File: config.mk
export PLATFORM = sky130hd
export DESIGN_NAME = seq_gen
export DESIGN_NICKNAME = d
export VERILOG_FILES = /design/src/rtl/seq_gen.sv
export SDC_FILE = /design/constraint.sdc
export NUM_CORES = 1
export LEC_CHECK = 0
export CAP_MARGIN = 20
export CORE_MARGIN = 10
export CORE_UTILIZATION = 30
export CTS_CLUSTER_DIAMETER = 100
export DETAILED_ROUTE_END_ITERATION = 10
export SLEW_MARGIN = 20
export SYNTH_ARGS = -nofsm -noshare
export SYNTH_HDL_FRONTEND = slang
export SYNTH_SLANG_ARGS = --single-unit
File: constraint.sdc
create_clock -name clk -period 2.13 [get_ports clk]
set_clock_uncertainty 0.15 [all_clocks]
set_input_delay 0.213 -clock clk [delete_from_list [all_inputs] [get_ports clk]]
set_output_delay 0.213 -clock clk [all_outputs]
set_load 0.02 [all_outputs]
File: src/rtl/seq_gen.sv
// Serial frame generator: shifts out len bits of a latched pattern MSB-first,
// then holds a one-cycle DONE state that pulses done and counts the frame.
module seq_gen #(
  parameter int W = 8
) (
  input  logic         clk,
  input  logic         reset,
  input  logic         start,
  input  logic [W-1:0] pattern,
  input  logic [3:0]   len,
  input  logic         abort,
  output logic         x,
  output logic         x_valid,
  output logic         busy,
  output logic         done,
  output logic         err,
  output logic [1:0]   q,
  output logic [7:0]   frame_cnt
);

  typedef enum logic [1:0] {
    IDLE   = 2'b00,
    SEND   = 2'b01,
    DONE   = 2'b10,
    UNUSED = 2'b11
  } state_t;

  localparam logic [3:0] LEN_MAX = 4'(W);

  state_t       state_q, state_d;
  logic [W-1:0] shift_q, shift_d;
  logic [3:0]   bit_cnt_q, bit_cnt_d;
  logic         x_q, x_d;
  logic         x_valid_q, x_valid_d;
  logic         done_q, done_d;
  logic         err_q, err_d;
  logic [7:0]   frame_cnt_q, frame_cnt_d;
  logic         len_ok;

  always_comb begin
    state_d     = state_q;
    shift_d     = shift_q;
    bit_cnt_d   = bit_cnt_q;
    x_d         = 1'b0;
    x_valid_d   = 1'b0;
    done_d      = 1'b0;
    err_d       = 1'b0;
    frame_cnt_d = frame_cnt_q;
    len_ok      = (len != 4'd0) && (len <= LEN_MAX);

    case (state_q)
      IDLE: begin
        if (start) begin
          if (len_ok) begin
            // Left-align so the first bit to send always sits at the MSB.
            shift_d   = pattern << (LEN_MAX - len);
            bit_cnt_d = len;
            state_d   = SEND;
          end else begin
            err_d = 1'b1;
          end
        end
      end
      SEND: begin
        if (abort) begin
          state_d   = IDLE;
          shift_d   = '0;
          bit_cnt_d = 4'd0;
        end else if (bit_cnt_q != 4'd0) begin
          x_d       = shift_q[W-1];
          x_valid_d = 1'b1;
          shift_d   = shift_q << 1;
          bit_cnt_d = bit_cnt_q - 4'd1;
        end else begin
          state_d     = DONE;
          done_d      = 1'b1;
          frame_cnt_d = frame_cnt_q + 8'd1;
        end
      end
      DONE:    state_d = IDLE;
      default: state_d = IDLE;
    endcase
  end

  always_ff @(posedge clk or negedge reset) begin
    if (!reset) begin
      state_q     <= IDLE;
      shift_q     <= '0;
      bit_cnt_q   <= 4'd0;
      x_q         <= 1'b0;
      x_valid_q   <= 1'b0;
      done_q      <= 1'b0;
      err_q       <= 1'b0;
      frame_cnt_q <= 8'd0;
    end else begin
      state_q     <= state_d;
      shift_q     <= shift_d;
      bit_cnt_q   <= bit_cnt_d;
      x_q         <= x_d;
      x_valid_q   <= x_valid_d;
      done_q      <= done_d;
      err_q       <= err_d;
      frame_cnt_q <= frame_cnt_d;
    end
  end

  assign x         = x_q;
  assign x_valid   = x_valid_q;
  assign done      = done_q;
  assign err       = err_q;
  assign frame_cnt = frame_cnt_q;
  assign q         = state_q;
  assign busy      = (state_q == SEND) || (state_q == DONE);

endmodule

==> flow_metrics.py, run 1 <==
metrics = {
    "power_and_ir_drop": {
        "power_density_nw_per_um2": 1080,
        "p_leak_nw": 0.910,
        "power.total_mw": 2.21,
        "vdd_drop_max_v": 0.000319,
    },
    "layout": {
        "antenna_cells": 0,
        "area_delta_synth_final_pct": 37.2,
        "layout_commonest_cell": "clkdlybuf4s50_1",
        "drive_gt1_frac": 0.146,
        "mostFrequentLayoutCells": "30 x clkdlybuf4s50_1, 26 x dfrtp_1, 16 x nand2_1",
        "stdcell_count": 259,
        "post-route-util": 0.427,
        "fin_nets": 215,
    },
    "critical_path": {
        "crit_family": "buffers and inverters",
        "cp.arrival_ps": 1970,
        "max_stage_delay_ps": 470,
        "start_kind": "input port",
        "crit_path_end_kind": "flop",
        "cp.required_ps": 2130,
        "path_cells": "clkdlybuf4s50_1 -> inv_1 -> ha_1 -> nor2b_2 -> o211ai_2 -> o211ai_1 -> buf_4 -> a221oi_1 -> a21oi_1",
        "crit_path_top_delay_cell": "clkdlybuf4s50_1",
        "crit_path_max_fanout": 20,
        "crit_type": "in -> reg",
        "path_buf_inv": 3,
    },
    "place": {
        "place_ws_ps": -136,
        "place_hpwl_um": 2570,
        "placed_cells": 255,
        "numPortBuffers": 30,
        "place_congestion": 0.776,
    },
    "synth": {
        "ys_types": 37,
        "avgSynthCellArea_um2": 10.0,
        "syn-instance-count": 149,
        "yosysWarnings": 0,
        "seq_area_frac_synth": 0.436,
        "synth_area_um2": 1490,
        "synth_fp_nets": 171,
        "ys_ff_latch": 26,
    },
    "timing": {
        "max_slew_margin": 0.783,
        "maxSlewViolCount": 0,
        "period_minus_slack_ps": 1970,
        "fin_ws_ps": 164,
        "setup_viol": 0,
        "finalHoldViolCount": 0,
        "worst_slew_pin_slew_ps": 326,
        "max_freq_ghz": 0.509,
        "period_share": 0.923,
        "rsz0062_at_grt": "no",
    },
    "run_status": {
        "status": "finished clean",
    },
    "grt": {
        "grtUsageTotal": 0.0760,
        "grt_max_degree": 27,
        "grt_pass1_vias": 1200,
        "overflow": 0,
        "antenna_found_initial": 0,
        "grt_pass1_wl_um": 5350,
    },
    "routing": {
        "postRouteAntennaNets": 0,
        "wl_per_cell_um": 12.2,
        "drc_errors": 0,
        "vias_per_cell": 4.64,
        "totalWireLength_um": 3160,
        "drtPass1Iterations": 4,
        "vias": 1201,
        "drtIter0Drc": 101,
    },
    "floorplanning": {
        "io_pins": 31,
        "core.rowCount": 25,
        "core_um2": 4790,
        "die_h_um": 90.5,
        "die_x_um": 90.5,
        "start_util": 0.312,
        "fp.dieArea_um2": 8190,
    },
    "clock_network": {
        "ctsLongestPathBuffers": 2,
        "cts.clk_slew.worst_paths_ps": 90,
        "clock_sinks": 26,
        "clock-root-buffer": "clkbuf_8",
        "cts_tree": "yes",
        "htreeDepth": 1,
        "clock_latency_ps": 270,
        "postCtsSetupBuffers": 0,
        "cts_buffers": 3,
    },
    "flow_run": {
        "max_cap_viol_count": 0,
    },
    "min_path": {
        "hold_path.class": "in -> async",
    },
}
layer usage:
layer  GRT usage  vias up  wire, um
li1            -      613         -
met1      0.0954      554      1590
met2       0.118       32      1310
met3      0.0249        2       237
met4      0.0279        0        26
met5           0        -         0
Yosys cell counts (all sizes together):
cell / n / area [um2]
o22a: 1 / 8.76
a221oi: 4 / 35.0
clkbuf: 2 / 7.51
nand3: 2 / 10.0
o22ai: 2 / 12.5
nor3: 2 / 10.0
xor2: 1 / 8.76
xnor2: 8 / 70.1
mux2i: 10 / 100
dfrtp: 26 / 651
inv: 13 / 48.8
nand4b: 1 / 8.76
o211ai: 2 / 20.0
a211oi: 3 / 22.5
nor2b: 4 / 27.5
ha: 6 / 75.1
nand4: 4 / 25.0
nor3b: 1 / 7.51
o221ai: 4 / 41.3
nor2: 6 / 22.5
buf: 5 / 31.3
nand2b: 2 / 12.5
and2b: 1 / 7.51
a21oi: 9 / 45.0
and2: 1 / 6.26
a32oi: 1 / 8.76
or2: 2 / 12.5
mux4: 2 / 45.0
mux2: 1 / 11.3
nand2: 16 / 60.1
o21ai: 4 / 20.0
and3: 3 / 18.8
layout make-up:
class | count | area (um2)
fillers | 467 | 2740
multi-input cells | 103 | 758
flip-flops and latches | 26 | 651
repair buffers | 46 | 433
well taps | 67 | 83.8
inverters | 13 | 48.8
clock buffers | 3 | 41.3
clock inverters | 1 | 30.0
report_power, final:
part           switching [mW]  internal, mW  total, mW  leakage, nW
Clock                   0.149         0.251      0.400       0.0357
Combinational           0.559         0.510       1.07        0.533
Sequential             0.0973         0.646      0.743        0.341
Total                   0.806          1.41       2.21        0.910
kinds of logic after synthesis:
kind of cell / after synthesis / share of synthesized area
adders and majority gates: 6 / 0.0503
buffers and inverters: 20 / 0.0587
DFF: 26 / 0.436
AOI/OAI and AO/OA: 30 / 0.143
xor gates and xnor gates: 9 / 0.0529
and+or+nand+nor: 45 / 0.154
muxes: 13 / 0.105
worst paths after layout:
path / cells after the start / slack (ps) / start / endpoint
setup / recovery: 9 / 160 / len[0] / shift_q[2]
hold / removal: 2 / 150 / reset / frame_cnt[4]
setup reg to reg: 8 / 270 / bit_cnt_q[0] / frame_cnt[7]
hold reg to reg: 1 / 320 / frame_cnt[7] / frame_cnt[7]
max in group asynchronous: 2 / 1430 / reset / shift_q[7]
min in group clk: 1 / 320 / frame_cnt[7] / frame_cnt[7]
flip-flops by register name, indices dropped and copies added (netlist names):
signal,cells
bit_cnt_q,4
done,1
err,1
frame_cnt,8
q,2
shift_q,8
x,1
x_valid,1
worst reg2reg max path, delay by kind of cell, from the launching register on:
family | cells | cell delay, ps
flip-flops | 1 | 360
AND/OR/NAND/NOR | 4 | 660
XOR/XNOR | 1 | 140
buffers and inverters | 2 | 280
adder cells (fa/ha/maj) | 1 | 160
metrics by stage:
step           setup TNS [ps]  hold slack, ps  instance area, um2
2_1_floorplan               0            -233                1490
3_3_place_gp             -536             309                1970
3_5_place_dp             -874             313                1970
4_1_cts                     0             155                2040
5_1_grt                     0             178                2050
6_report                    0             152                2050
what timing repair did:
action	4_1_cts	5_1_grt
hold buffers	0	0
endpoints found under the setup margin	0	1
endpoints found under the hold margin	0	0
gates resized for setup	0	1
Note: power is estimated with default switching activity, not from simulation.
==> run 2: changes to the inputs <==
- PLACE_DENSITY: default -> 0.49
==> run 2 against run 1 <==
  * Total power decreased by 3.8%
  * Maximum frequency decreased by 1.0%
  * Final area decreased by 1.4%
  * Non-clock buffer count unchanged
  * First-iteration DRC count decreased by 50%
  * Routed wire length increased by 9.0%
  * Worst setup slack got worse by 20 ps
  * Sequential power decreased by 0.5%
  * Sequential share of layout area increased by 0.45 points
  * Die area unchanged
  * Utilization decreased by 0.60 points
  * Critical path depth decreased by 2
  * Critical path type unchanged
  * Critical endpoint is now shift_q[6]
  * Largest power group unchanged
==> flow_metrics.py, run 2 (synthesized netlist as in run 1, its figures left out) <==
metrics = {
    "grt": {
        "grt_pass1_wl_um": 6000,
        "overflow": 0,
        "antenna_found_initial": 0,
        "grt_max_degree": 27,
        "grt_pass1_vias": 1242,
        "grtUsageTotal": 0.0848,
    },
    "floorplanning": {
        "die_x_um": 90.5,
        "die_h_um": 90.5,
        "io_pins": 31,
        "core_um2": 4790,
        "start_util": 0.312,
        "core.rowCount": 25,
        "fp.dieArea_um2": 8190,
    },
    "timing": {
        "max_slew_margin": 0.774,
        "rsz0062_at_grt": "no",
        "period_share": 0.932,
        "holdWs_ps": 155,
        "maxSlewViolCount": 0,
        "period_minus_slack_ps": 1990,
        "setup_viol": 0,
        "max_freq_ghz": 0.504,
        "fin_ws_ps": 144,
        "finalHoldViolCount": 0,
        "worst_slew_pin_slew_ps": 340,
    },
    "place": {
        "place_hpwl_um": 2800,
        "place_ws_ps": -139,
        "numPortBuffers": 30,
        "place_congestion": 0.829,
    },
    "layout": {
        "fin_nets": 215,
        "drive_gt1_frac": 0.146,
        "fillCellCount": 468,
        "mostFrequentLayoutCells": "30 x clkdlybuf4s50_1, 26 x dfrtp_1, 16 x nand2_1, 16 x buf_4, 13 x inv_1",
        "layout_commonest_cell": "clkdlybuf4s50_1",
        "antenna_cells": 0,
        "area_delta_synth_final_pct": 35.2,
    },
    "clock_network": {
        "ctsLongestPathBuffers": 2,
        "cts_tree": "yes",
        "clock-root-buffer": "clkbuf_8",
        "cts_buffers": 3,
        "clock_latency_ps": 260,
        "clock_sinks": 26,
        "ctsHoldBuffers": 0,
        "htreeDepth": 1,
        "cts.clk_slew.worst_paths_ps": 90,
    },
    "critical_path": {
        "crit_path_top_delay_cell": "mux4_2",
        "reg2reg_slack_ps": 200,
        "r2r-end": "frame_cnt[7]",
        "crit_path_max_fanout": 5,
        "crit_path_end_kind": "flop",
        "path_cells": "clkdlybuf4s50_1 -> inv_1 -> ha_1 -> nor2b_2 -> or2_1 -> mux4_2 -> o221ai_2",
        "ff2ff_path_depth": 8,
        "worstReg2RegStart": "bit_cnt_q[0]",
        "cp.arrival_ps": 2020,
        "start_kind": "input port",
        "cp.required_ps": 2160,
        "max_stage_delay_ps": 520,
        "crit_type": "in -> reg",
    },
    "min_path": {
        "hold_path.class": "in -> async",
    },
    "routing": {
        "wl_per_cell_um": 13.3,
        "totalWireLength_um": 3450,
        "drtPass1Iterations": 4,
        "postRouteAntennaNets": 0,
        "vias_per_cell": 4.75,
        "drc_errors": 0,
        "drtIter0Drc": 50,
        "vias": 1229,
    },
    "power_and_ir_drop": {
        "p_leak_nw": 0.897,
        "power.total_mw": 2.13,
        "vdd_drop_max_v": 0.000342,
        "power_density_nw_per_um2": 1060,
    },
    "run_status": {
        "status": "finished clean",
    },
    "flow_run": {
        "max_cap_viol_count": 0,
    },
}
==> run 2: cell count changes in the layout (fill, tap and decap cells not counted), sizes merged <==
cell and delta:
bufinv -1, clkbuf +1
==> run 2: timing repair <==
| item | CTS | global route |
|---|---|---|
| setup buffers | 0 | 0 |
| resized for setup | 0 | 1 |
| endpoints found under the setup margin | 0 | 8 |
==> run 2: report_power, final <==
group          switching, mW  total (mW)  internal, mW
Clock                  0.149       0.314         0.165
Combinational          0.565        1.08         0.511
Sequential            0.0926       0.739         0.646
==> run 2: layer usage <==
metal  share of wire  GRT usage  vias up
met5               0          0        -
met4           0.014     0.0385        0
met3           0.079     0.0266        4
met2            0.44      0.126       39
met1            0.47      0.109      571
li1                -          -      615
==> run 2: critical path, delay by kind of cell <==
kind                       cells  cell delay (ps)
AOI/OAI and AO/OA              1              140
buffers and inverters          2              490
and+or+nand+nor                2              460
muxes                          1              520
adders and majority gates      1              170
==> run 2: final cells by class <==
| class | instances | area [um2] | share of cell area |
|---|---|---|---|
| Sequential cell | 26 | 651 | 0.323 |
| Multi-Input combinational cell | 103 | 758 | 0.376 |
| Tap cell | 67 | 83.8 | 0.0416 |
| Timing Repair Buffer | 46 | 420 | 0.208 |
| Inverter | 13 | 48.8 | 0.0242 |
| Clock buffer | 4 | 55.1 | 0.0273 |
==> run 2: how the worst max path moves through the flow <==
stage,slack [ps],depth (start not counted),to,start
6_report,140,7,shift_q[6],len[0]
5_1_grt,3,9,shift_q[2],len[0]
4_1_cts,80,8,frame_cnt[7],bit_cnt_q[0]
3_5_place_dp,-140,9,shift_q[2],len[0]
3_3_place_gp,-90,7,shift_q[6],len[0]
2_1_floorplan,100,8,shift_q[6],len[0]
==> run 2: stage by stage <==
step / util / cell area [um2] / TNS, ps / instances
CTS: 0.420 / 2010 / 0 / 259
detailed placement: 0.409 / 1960 / -1020 / 255
floorplan: - / 1490 / 0 / 149
global placement: 0.409 / 1960 / -467 / 255
finish: 0.421 / 2020 / 0 / 259
global route: 0.421 / 2020 / 0 / 259
==> run 3: changes to the inputs <==
- CORE_UTILIZATION: 30 -> 50
- PLACE_DENSITY: 0.49 -> 0.75
==> run 3 against run 2 <==
  * Utilization increased by 27 points
  * Clock power decreased by 36%
  * Largest power group unchanged
  * Critical endpoint is now busy
  * Final area decreased by 3.6%
  * Highest routed layer unchanged
==> flow_metrics.py, run 3 (synthesized netlist as in run 1, its figures left out) <==
metrics = {
    "floorplanning": {
        "fp.dieArea_um2": 5570,
        "start_util": 0.532,
        "core.rowCount": 19,
        "io_pins": 31,
        "die_h_um": 74.6,
        "die_x_um": 74.6,
        "core_um2": 2810,
    },
    "timing": {
        "max_freq_ghz": 0.494,
        "period_share": 0.950,
        "max_slew_margin": 0.788,
        "maxSlewViolCount": 0,
        "period_minus_slack_ps": 2020,
        "worst_slew_pin_slew_ps": 318,
        "finalHoldViolCount": 0,
        "fin_ws_ps": 108,
        "holdWs_ps": 105,
        "setup_viol": 0,
        "rsz0062_at_grt": "no",
    },
    "grt": {
        "overflow": 0,
        "grt_pass1_vias": 1296,
        "antenna_found_initial": 0,
        "grt_pass1_wl_um": 5700,
        "grtUsageTotal": 0.126,
        "grt_max_degree": 27,
    },
    "clock_network": {
        "clock_sinks": 26,
        "clock-root-buffer": "clkbuf_4",
        "ctsHoldBuffers": 0,
        "cts_buffers": 3,
        "ctsLongestPathBuffers": 2,
        "cts_tree": "yes",
        "clock_latency_ps": 310,
        "cts.clk_slew.worst_paths_ps": 130,
        "htreeDepth": 1,
    },
    "critical_path": {
        "path_cells": "inv_1 -> ha_1 -> clkdlybuf4s50_1",
        "worst-path-stages": 3,
        "worstReg2RegStart": "bit_cnt_q[0]",
        "path_buf_inv": 2,
        "cp.required_ps": 1770,
        "ff2ff_path_depth": 8,
        "reg2reg_slack_ps": 220,
        "crit_family": "buffers and inverters",
        "crit_path_top_delay_cell": "clkdlybuf4s50_1",
        "start_kind": "flop",
        "cp.arrival_ps": 1660,
        "crit_path_max_fanout": 4,
        "crit_type": "reg -> out",
        "r2r-end": "frame_cnt[7]",
        "crit_path_end_kind": "output pin",
        "max_stage_delay_ps": 610,
    },
    "routing": {
        "vias_per_cell": 5.59,
        "vias": 1236,
        "drc_errors": 0,
        "totalWireLength_um": 3310,
        "wl_per_cell_um": 15.0,
        "postRouteAntennaNets": 0,
        "drtIter0Drc": 47,
        "drtPass1Iterations": 4,
    },
    "place": {
        "post_dp_cell_area_um2": 1920,
        "place_ws_ps": -215,
        "place_congestion": 0.840,
        "place_hpwl_um": 2730,
        "numPortBuffers": 30,
        "placed_cells": 218,
    },
    "run_status": {
        "status": "finished clean",
    },
    "layout": {
        "antenna_cells": 0,
        "drive_gt1_frac": 0.137,
        "mostFrequentLayoutCells": "30 x clkdlybuf4s50_1, 26 x dfrtp_1, 16 x nand2_1",
        "fin_area_um2": 1940,
        "area_delta_synth_final_pct": 30.4,
        "fin_nets": 214,
        "layout_commonest_cell": "clkdlybuf4s50_1",
        "stdcell_count": 221,
    },
    "power_and_ir_drop": {
        "vdd_drop_max_v": 0.000588,
        "power.switching_mw": 0.799,
        "pwr-share-clk": 0.099,
        "power_density_nw_per_um2": 1050,
        "p_leak_nw": 0.882,
        "comb_power_share": 0.538,
        "swShare": 0.392,
        "internal_power_mw": 1.24,
        "p_seq_frac": 0.363,
    },
    "min_path": {
        "hold_path.class": "in -> async",
    },
    "flow_run": {
        "max_cap_viol_count": 0,
    },
}
==> run 3: timing repair <==
item	CTS	global route
setup buffers	0	0
endpoints found under the setup margin	0	9
gates resized for setup	0	1
==> run 3: final cells by class <==
cell class                      instances  area [um2]
Fill cell                             235         861
Multi-Input combinational cell        103         758
Sequential cell                        26         651
Timing Repair Buffer                   45         425
Inverter                               13        48.8
Tap cell                               31        38.8
Clock buffer                            3        22.5
==> run 3: routing by layer <==
layer	track usage	up-vias	routed length (um)
met5	0	-	0
li1	-	613	-
met1	0.139	576	1370
met2	0.235	45	1650
met4	0.0378	0	24
met3	0.0263	2	262
==> run 3: worst reg2reg max path, stage by stage (launching register included) <==
cell	delay, ps
dfrtp_1	380
inv_1	140
ha_1	160
nor3b_2	190
nand2_1	160
inv_1	140
and3_1	220
nand4_1	130
xnor2_1	140
==> run 3: power by group through the flow <==
stage | logic, mW | registers, mW | clock network, mW
2_1_floorplan | 0.592 | 0.796 | 0
3_3_place_gp | 1.06 | 0.743 | 0
3_5_place_dp | 1.10 | 0.751 | 0
4_1_cts | 1.10 | 0.740 | 0.207
5_1_grt | 1.22 | 0.763 | 0.223
6_report | 1.10 | 0.740 | 0.202
==> run 3: worst max path at each step <==
stage | slack [ps] | to | startpoint
final | 110 | busy | q[0]
after floorplan | 100 | shift_q[6] | len[0]
after global placement | -110 | shift_q[6] | len[0]
after detailed placement | -220 | shift_q[6] | len[0]
after global routing | 4 | shift_q[6] | len[1]
after CTS | 70 | busy | q[0]
==> run 3: stage by stage <==
| step | setup TNS (ps) | utilization | power [mW] |
|---|---|---|---|
| 2_1_floorplan | 0 | - | 1.39 |
| 3_3_place_gp | -458 | 0.683 | 1.80 |
| 3_5_place_dp | -1820 | 0.683 | 1.85 |
| 4_1_cts | 0 | 0.691 | 2.05 |
| 5_1_grt | 0 | 0.693 | 2.20 |
| 6_report | 0 | 0.693 | 2.04 |
